### src/rtl/cplx_pkg.sv
// rtl/cplx_pkg.sv - shared widths, output FSM states and saturating add for the frame accumulator
package cplx_pkg;

  localparam int DEF_IN_W  = 16;
  localparam int DEF_ACC_W = 24;
  localparam int SAT_W     = 64;

  localparam logic signed [DEF_ACC_W-1:0] ACC_MAX = {1'b0, {(DEF_ACC_W-1){1'b1}}};
  localparam logic signed [DEF_ACC_W-1:0] ACC_MIN = {1'b1, {(DEF_ACC_W-1){1'b0}}};

  typedef enum logic {EMPTY, FULL} fsm_t;

  typedef struct packed {
    logic signed [SAT_W-1:0] sum;
    logic                    ovf;
  } sat_res_t;

  // Adds two sign-extended operands and clamps the result to a w-bit signed range.
  function automatic sat_res_t sat_add(input logic signed [SAT_W-1:0] a,
                                       input logic signed [SAT_W-1:0] b,
                                       input int w);
    logic signed [SAT_W-1:0] s;
    logic signed [SAT_W-1:0] hi;
    logic signed [SAT_W-1:0] lo;
    s  = a + b;
    hi = $signed((64'd1 << (w - 1)) - 64'd1);
    lo = -hi - 64'sd1;
    sat_add.sum = s;
    sat_add.ovf = 1'b0;
    if (s > hi) begin
      sat_add.sum = hi;
      sat_add.ovf = 1'b1;
    end else if (s < lo) begin
      sat_add.sum = lo;
      sat_add.ovf = 1'b1;
    end
  endfunction

endpackage

### src/rtl/cplx_sat_acc.sv
// rtl/cplx_sat_acc.sv - one signed saturating accumulator with clear and frame restart
module cplx_sat_acc
  import cplx_pkg::*;
#(
  parameter int IN_W  = DEF_IN_W,
  parameter int ACC_W = DEF_ACC_W
) (
  input  logic                    clk,
  input  logic                    rst,
  input  logic                    clear,
  input  logic                    add,
  input  logic                    restart,
  input  logic signed [IN_W-1:0]  din,
  output logic signed [ACC_W-1:0] sum,
  output logic                    ovf
);

  logic signed [ACC_W-1:0] acc;
  sat_res_t                res;
  logic                    unused_hi;

  always_comb res = sat_add(SAT_W'(acc), SAT_W'(din), ACC_W);

  assign sum       = res.sum[ACC_W-1:0];
  assign ovf       = res.ovf;
  assign unused_hi = ^res.sum[SAT_W-1:ACC_W];

  // restart: the completing sample's sum leaves via the output register, so start from zero
  always_ff @(posedge clk or posedge rst) begin
    if (rst) begin
      acc <= '0;
    end else if (clear) begin
      acc <= '0;
    end else if (add) begin
      acc <= restart ? '0 : sum;
    end
  end

endmodule

### src/rtl/cplx_frame_accumulator.sv
// rtl/cplx_frame_accumulator.sv - accumulates FRAME_LEN complex products into saturated sums
module cplx_frame_accumulator
  import cplx_pkg::*;
#(
  parameter int IN_W      = DEF_IN_W,
  parameter int ACC_W     = DEF_ACC_W,
  parameter int FRAME_LEN = 16
) (
  input  logic             clk,
  input  logic             rst,
  input  logic             in_valid,
  output logic             in_ready,
  input  logic [IN_W-1:0]  in_real,
  input  logic [IN_W-1:0]  in_imag,
  input  logic             clear,
  output logic             out_valid,
  input  logic             out_ready,
  output logic [ACC_W-1:0] out_real,
  output logic [ACC_W-1:0] out_imag,
  output logic             out_overflow,
  output logic [15:0]      sample_cnt
);

  localparam logic [15:0] LAST = 16'(FRAME_LEN - 1);

  logic                    last;
  logic                    accept;
  logic                    frame_end;
  logic                    sticky;
  logic                    ovf_r;
  logic                    ovf_i;
  logic signed [ACC_W-1:0] sum_r;
  logic signed [ACC_W-1:0] sum_i;
  fsm_t                    state;
  fsm_t                    state_nx;

  assign last      = (sample_cnt == LAST);
  // Only the completing sample needs the output slot, so only it waits on a held result.
  assign in_ready  = !(out_valid && !out_ready && last);
  assign accept    = in_valid && in_ready && !clear;
  assign frame_end = accept && last;
  assign out_valid = (state == FULL);

  cplx_sat_acc #(.IN_W(IN_W), .ACC_W(ACC_W)) u_acc_real (
    .clk     (clk),
    .rst     (rst),
    .clear   (clear),
    .add     (accept),
    .restart (frame_end),
    .din     (in_real),
    .sum     (sum_r),
    .ovf     (ovf_r)
  );

  cplx_sat_acc #(.IN_W(IN_W), .ACC_W(ACC_W)) u_acc_imag (
    .clk     (clk),
    .rst     (rst),
    .clear   (clear),
    .add     (accept),
    .restart (frame_end),
    .din     (in_imag),
    .sum     (sum_i),
    .ovf     (ovf_i)
  );

  always_ff @(posedge clk or posedge rst) begin
    if (rst) begin
      state <= EMPTY;
    end else begin
      state <= state_nx;
    end
  end

  always_comb begin
    state_nx = state;
    case (state)
      EMPTY:   if (frame_end) state_nx = FULL;
      FULL:    if (out_ready && !frame_end) state_nx = EMPTY;
      default: state_nx = EMPTY;
    endcase
  end

  always_ff @(posedge clk or posedge rst) begin
    if (rst) begin
      sample_cnt <= '0;
      sticky     <= 1'b0;
    end else if (clear) begin
      sample_cnt <= '0;
      sticky     <= 1'b0;
    end else if (accept) begin
      sample_cnt <= last ? 16'd0 : sample_cnt + 16'd1;
      sticky     <= last ? 1'b0 : (sticky | ovf_r | ovf_i);
    end
  end

  // A pending result is untouched by clear; it only reloads on a frame end.
  always_ff @(posedge clk or posedge rst) begin
    if (rst) begin
      out_real     <= '0;
      out_imag     <= '0;
      out_overflow <= 1'b0;
    end else if (frame_end) begin
      out_real     <= sum_r;
      out_imag     <= sum_i;
      out_overflow <= sticky | ovf_r | ovf_i;
    end
  end

endmodule

### config.mk
export PLATFORM = sky130hd
export DESIGN_NAME = cplx_frame_accumulator
export DESIGN_NICKNAME = d
export VERILOG_FILES = /design/src/rtl/cplx_pkg.sv /design/src/rtl/cplx_sat_acc.sv /design/src/rtl/cplx_frame_accumulator.sv
export SDC_FILE = /design/constraint.sdc
export NUM_CORES = 1
export LEC_CHECK = 0
export CAP_MARGIN = 20
export CORE_MARGIN = 5
export CORE_UTILIZATION = 48
export CTS_CLUSTER_DIAMETER = 50
export DETAILED_ROUTE_END_ITERATION = 10
export PLACE_DENSITY_LB_ADDON = 0.12
export SLEW_MARGIN = 25
export SYNTH_ARGS = -nofsm -noshare
export SYNTH_HDL_FRONTEND = slang
export SYNTH_SLANG_ARGS = --single-unit
### constraint.sdc
create_clock -name clk -period 3.6 [get_ports clk]
set_input_delay 0.36 -clock clk [delete_from_list [all_inputs] [get_ports clk]]
set_output_delay 0.36 -clock clk [all_outputs]
set_load 0.02 [all_outputs]
After elaboration in Yosys (flattened, before gate mapping)
Index checks and enable logic that the tools add are counted.
{ "word_totals": {"ff_bits": 115, "output_inout_bits": 67} }
{ "op_classes": {"reduce_logical": 11, "n_mux": 19, "eq_ne": 1, "n_lt_le_gt_ge": 4, "bitwise_logic": 3, "addsub": 3} }
{ "op_table": {"columns": ["cell", "count"], "rows": [
  ["two-way mux 24 bit", 6],
  ["two-way mux 25 bit", 4],
  ["adder 24 x 16 -> 25 bit", 2],
  ["greater-than comparator 25 x 24 -> 1 bit, second input constant", 2],
  ["less-than comparator 25 x 24 -> 1 bit, second input constant", 2],
  ["two-way mux 16 bit", 3],
  ["adder 16 x 1 -> 16 bit, second input constant", 1],
  ["== test 16 x 4 -> 1 bit, second input constant", 1],
  ["logical AND 1 bit", 6],
  ["two-way mux 1 bit", 5],
  ["logical NOT 1 bit", 4],
  ["OR 1 bit", 2],
  ["one-hot mux 1 bit (2 select lines)", 1],
  ["nonzero test 2 bit", 1],
  ["inverter 1 bit", 1]
]} }

Depth between registers and ports, before layout
{ "logic_depth": {"depth_word": 11, "ltp_mapped": 12} }

Cells and area by module
From an unflattened synthesis, not the netlist that was laid out.
{ "unflattened": {"hier_cells": 883, "area_unflattened_um2": 8486.9} }
{ "by_module_without_submodules": {"columns": ["mod", "area_each_um2", "seq_area_each_um2", "n_inst", "cells_per_inst"], "rows": [
  ["cplx_sat_acc", 2745.1, 600.6, 2, 327],
  ["cplx_frame_accumulator", 2996.6, 1676.6, 1, 229]
]} }

Worst setup path after synthesis
OpenSTA, ideal clock, no wires.
{ "synth_path": {"kind": "input to register", "start": "in in_imag[0]", "end": "reg u_acc_imag.acc[13]", "stages": 12, "slack_ns": 0.634, "t_arrival_ns": 2.840, "setup_ns": 0.126, "path_cell_list": "ha_1 -> fa_1 -> a211oi_1 -> o21ai_1 -> o211ai_1 -> o211ai_1 -> and3_1 -> mux2_4 -> and2_4 -> buf_6 -> buf_6 -> a221o_1"} }
{ "synth_via": {"elab_chain_len": 7, "elab_cells_between_ends": 8} }
{ "synth_lines": {"columns": ["item", "line", "source"], "rows": [
  ["from (decl)", "cplx_frame_accumulator.sv:14", "input logic [IN_W-1:0] in_imag,"],
  ["adder 24 x 16 -> 25 bit (*)", "cplx_pkg.sv:25", "s = a + b;"],
  ["less-than comparator 25 x 24 -> 1 bit", "cplx_pkg.sv:33", "end else if (s < lo) begin"],
  ["two-way mux 25 bit", "cplx_pkg.sv:33", null],
  ["two-way mux 25 bit (*)", "cplx_pkg.sv:30", "if (s > hi) begin"],
  ["two-way mux 24 bit (*)", "cplx_sat_acc.sv:35", "acc <= restart ? '0 : sum;"],
  ["two-way mux 24 bit (*)", "cplx_sat_acc.sv:34", "end else if (add) begin"],
  ["two-way mux 24 bit (*)", "cplx_sat_acc.sv:32", "end else if (clear) begin"],
  ["to (signal assigned)", "cplx_sat_acc.sv:35", null],
  ["to (decl)", "cplx_sat_acc.sv:18", "logic signed [ACC_W-1:0] acc;"]
]} }
Every way passes the cells marked *; elsewhere a longest branch is shown, timed or not. The select of a mux whose other input is x is not followed.
A chain may end at the register's enable or synchronous reset.

Worst setup path after layout
{ "layout_path": {"start": "in in_real[15]", "end": "reg out_real[5]"} }
{ "layout_via": {"elab_chain_len": 4, "elab_cells_between_ends": 5} }
{ "layout_lines": {"columns": ["item", "line", "source"], "rows": [
  ["from (decl)", "cplx_frame_accumulator.sv:13", "input logic [IN_W-1:0] in_real,"],
  ["adder 24 x 16 -> 25 bit (*)", "cplx_pkg.sv:25", null],
  ["less-than comparator 25 x 24 -> 1 bit", "cplx_pkg.sv:33", null],
  ["two-way mux 25 bit", "cplx_pkg.sv:33", null],
  ["two-way mux 25 bit (*)", "cplx_pkg.sv:30", null],
  ["to (signal assigned)", "cplx_frame_accumulator.sv:103", "out_real <= sum_r;"],
  ["to (decl)", "cplx_frame_accumulator.sv:18", "output logic [ACC_W-1:0] out_real,"]
]} }
Every way passes the cells marked *; elsewhere a longest branch is shown, timed or not.

==> results.json <==
{
  "synth_ff_type": "dfrtp_1",
  "worstPathArrival_ps": 3530,
  "hold_buffers": 0,
  "vias_per_cell": 5.94,
  "synthAdderAreaFrac_pct": 8.97,
  "die-area_mm2": 0.0177,
  "clock_latency_ps": 420,
  "ys_seq_area_share_pct": 39.5,
  "finalHoldViolCount": 0,
  "numCtsBuffers": 17,
  "fin_skew_ps": 11.1,
  "p_total_mw": 6.70,
  "crit_path_start_kind": "input port",
  "synth_compound_area_share_pct": 25.7,
  "tns_ps": 0,
  "drive_gt1_share_pct": 8.51,
  "synth_fp_nets": 916,
  "hold_slack_ps": 311,
  "ys_seq_elements": 115,
  "ir_drop_mv": 0.394,
  "die_x_um": 133,
  "core_mm2": 0.0150,
  "syn_to_final_growth_pct": 27.8,
  "synth.top_cell.area_share_pct": 39.5,
  "synth-simple-area-share_pct": 16.8,
  "hold_path_class": "in2async",
  "fin_crit_ps": 3260,
  "synth_xor_area_share_pct": 4.81,
  "numPortBuffers": 103,
  "grt_usage_pct": 24.1,
  "required_ps": 3870,
  "p_per_area_mw_per_mm2": 719,
  "synth_edf_count": 0,
  "dr.pass1.iters": 5,
  "synth.mux.area_fraction_pct": 1.20,
  "drtIter0Drc": 560,
  "finalNetCount": 1039,
  "die_h_um": 133,
  "grt_antenna_before_repair": 0,
  "clock_sinks": 115,
  "synth_top_family_by_area": "compound AO/OA/AOI/OAI gates",
  "maxCapViolations": 0,
  "clkSlewWorstSetupHoldPaths_ps": 60,
  "drt-wirelength-per-cell_um": 18.3,
  "antenna_cells": 0,
  "grt_pass1_wl_um": 34800,
  "post-cts-setup-buffers": 0,
  "status": "finished, final reports clean",
  "start_util_pct": 48.4,
  "synth.largest_area_cell": "dfrtp_1",
  "root_buffer": "clkbuf_16",
  "htree_levels": 4,
  "grt_max_degree": 82,
  "routabilityCongestion": 0.930,
  "drtAntennaViolNets": 0,
  "dp_hpwl_um": 15400,
  "row_count": 45,
  "vias": 6840,
  "yosys_warnings": 0,
  "yosys-top-cells-area": "dfrtp_1, ha_1, nand2_1",
  "slew_viol_final": 0,
  "grt_pass1_vias": 6898,
  "cp_max_fo": 9,
  "netlist_area_mm2": 0.00728,
  "p_leak_nw": 4.30,
  "path_class": "in2reg",
  "synthArstFlopShare_pct": 100,
  "cts_tree": "done",
  "slew_headroom_pct": 49.0,
  "setup_viol": 0,
  "syn_inst": 828,
  "drt-total-wl_um": 21100,
  "worstMarginPinSlew_ps": 765,
  "drc": 0,
  "ys_types": 62,
  "syn_area_per_cell_um2": 8.79,
  "rsz0062_at_grt": "false",
  "cts.path.max_buffers": 2,
  "io_pins": 104,
  "ctsResizeCount": 0,
  "overflow": 0,
  "fin_crit_sh_pct": 90.6,
  "end_kind": "flip-flop",
  "max_freq_ghz": 0.307
}
[per-layer routing]
layer / wire (µm) / share of wire [%] / global-route usage (%) / vias to the layer above
li1: - / - / - / 3241
met1: 9170 / 43 / 30.0 / 3367
met2: 10600 / 50 / 41.3 / 191
met3: 888 / 4.2 / 4.98 / 41
met4: 490 / 2.3 / 9.09 / 0
met5: 0 / 0 / 0 / -
[flip-flops by register name (all words and copies together), names as in the netlist]
register        count
sticky              1
sample_cnt         16
out_overflow        1
u_acc_real.acc     24
out_valid           1
u_acc_imag.acc     24
out_real           24
out_imag           24
[Yosys cell counts, drive strengths merged (16+ instances only)]
cell and number:
a21o 21, a21oi 84, a221o 16, and3 17, clkbuf 24, dfrtp 115
ha 49, inv 17, nand2 116, nor2 79, o211ai 21, o21ai 84
xnor2 25
[layout make-up]
cell class	count	area (µm²)
Timing Repair Buffer	136	1300
Multi-Input combinational cell	664	4200
Sequential cell	115	2880
Tap cell	188	235
Inverter	17	66.3
Fill cell	1295	5730
Clock buffer	19	443
Clock inverter	13	181
[power breakdown]
group	switching, mW	leakage, nW	internal (mW)
sequential	0.156	1.57	1.52
combinational	1.89	2.43	1.33
clock	0.623	0.304	1.18
[critical path, cell delays in order]
cell and delay (ps):
clkdlybuf4s50_1 630, ha_1 480, a21oi_1 260, o21ai_0 190, a21oi_1 150, o21ai_0 150, or3b_1 420, mux2_2 370
nand2_1 320, o21ai_0 180
[final timing paths]
path / start / end / slack [ps] / cells past startpoint
setup reg to reg: u_acc_real.acc[5] / out_real[5] / 430 / 9
hold / removal: rst / sample_cnt[15] / 310 / 2
setup / recovery: in_real[15] / out_real[5] / 340 / 10
hold reg to reg: out_real[9] / out_real[9] / 480 / 2
min in group clk: out_real[9] / out_real[9] / 480 / 2
max in group asynchronous: rst / u_acc_imag.acc[2] / 2460 / 3
[stage by stage]
step	worst slack (ps)	util, %	instances	instance area (µm²)
6_report	339	61.9	1152	9310
5_1_grt	59.9	61.9	1152	9310
4_1_cts	354	61.9	1152	9310
3_5_place_dp	-98.6	57.8	1120	8680
3_3_place_gp	-54.5	57.8	1120	8680
2_1_floorplan	196	-	828	7280
[logic make-up (layout without fill, tap and decap cells)]
| kind of cell | Yosys count | after routing |
|---|---|---|
| buf+inv | 49 | 185 |
| mux | 8 | 8 |
| compound gates | 291 | 291 |
| fa+ha+maj | 51 | 51 |
| flops | 115 | 115 |
| simple gates | 274 | 274 |
| xor+xnor | 40 | 40 |
[placed cells by master, fill, tap and decap left out, types with 8 or more instances in the layout]
| cell type | n |
|---|---|
| a21o_1 | 21 |
| a21oi_1 | 83 |
| a221o_1 | 16 |
| a22o_1 | 8 |
| a31oi_1 | 8 |
| and3_1 | 17 |
| buf_4 | 31 |
| clkbuf_16 | 17 |
| clkdlybuf4s50_1 | 103 |
| dfrtp_1 | 115 |
| ha_1 | 49 |
| inv_1 | 16 |
| nand2_1 | 116 |
| nand2b_1 | 14 |
| nand3_1 | 11 |
| nor2_1 | 78 |
| nor3_1 | 8 |
| o211ai_1 | 21 |
| o21a_1 | 8 |
| o21ai_0 | 81 |
| xnor2_1 | 25 |
| xor2_1 | 15 |
Power figures use the tool's default switching activity.
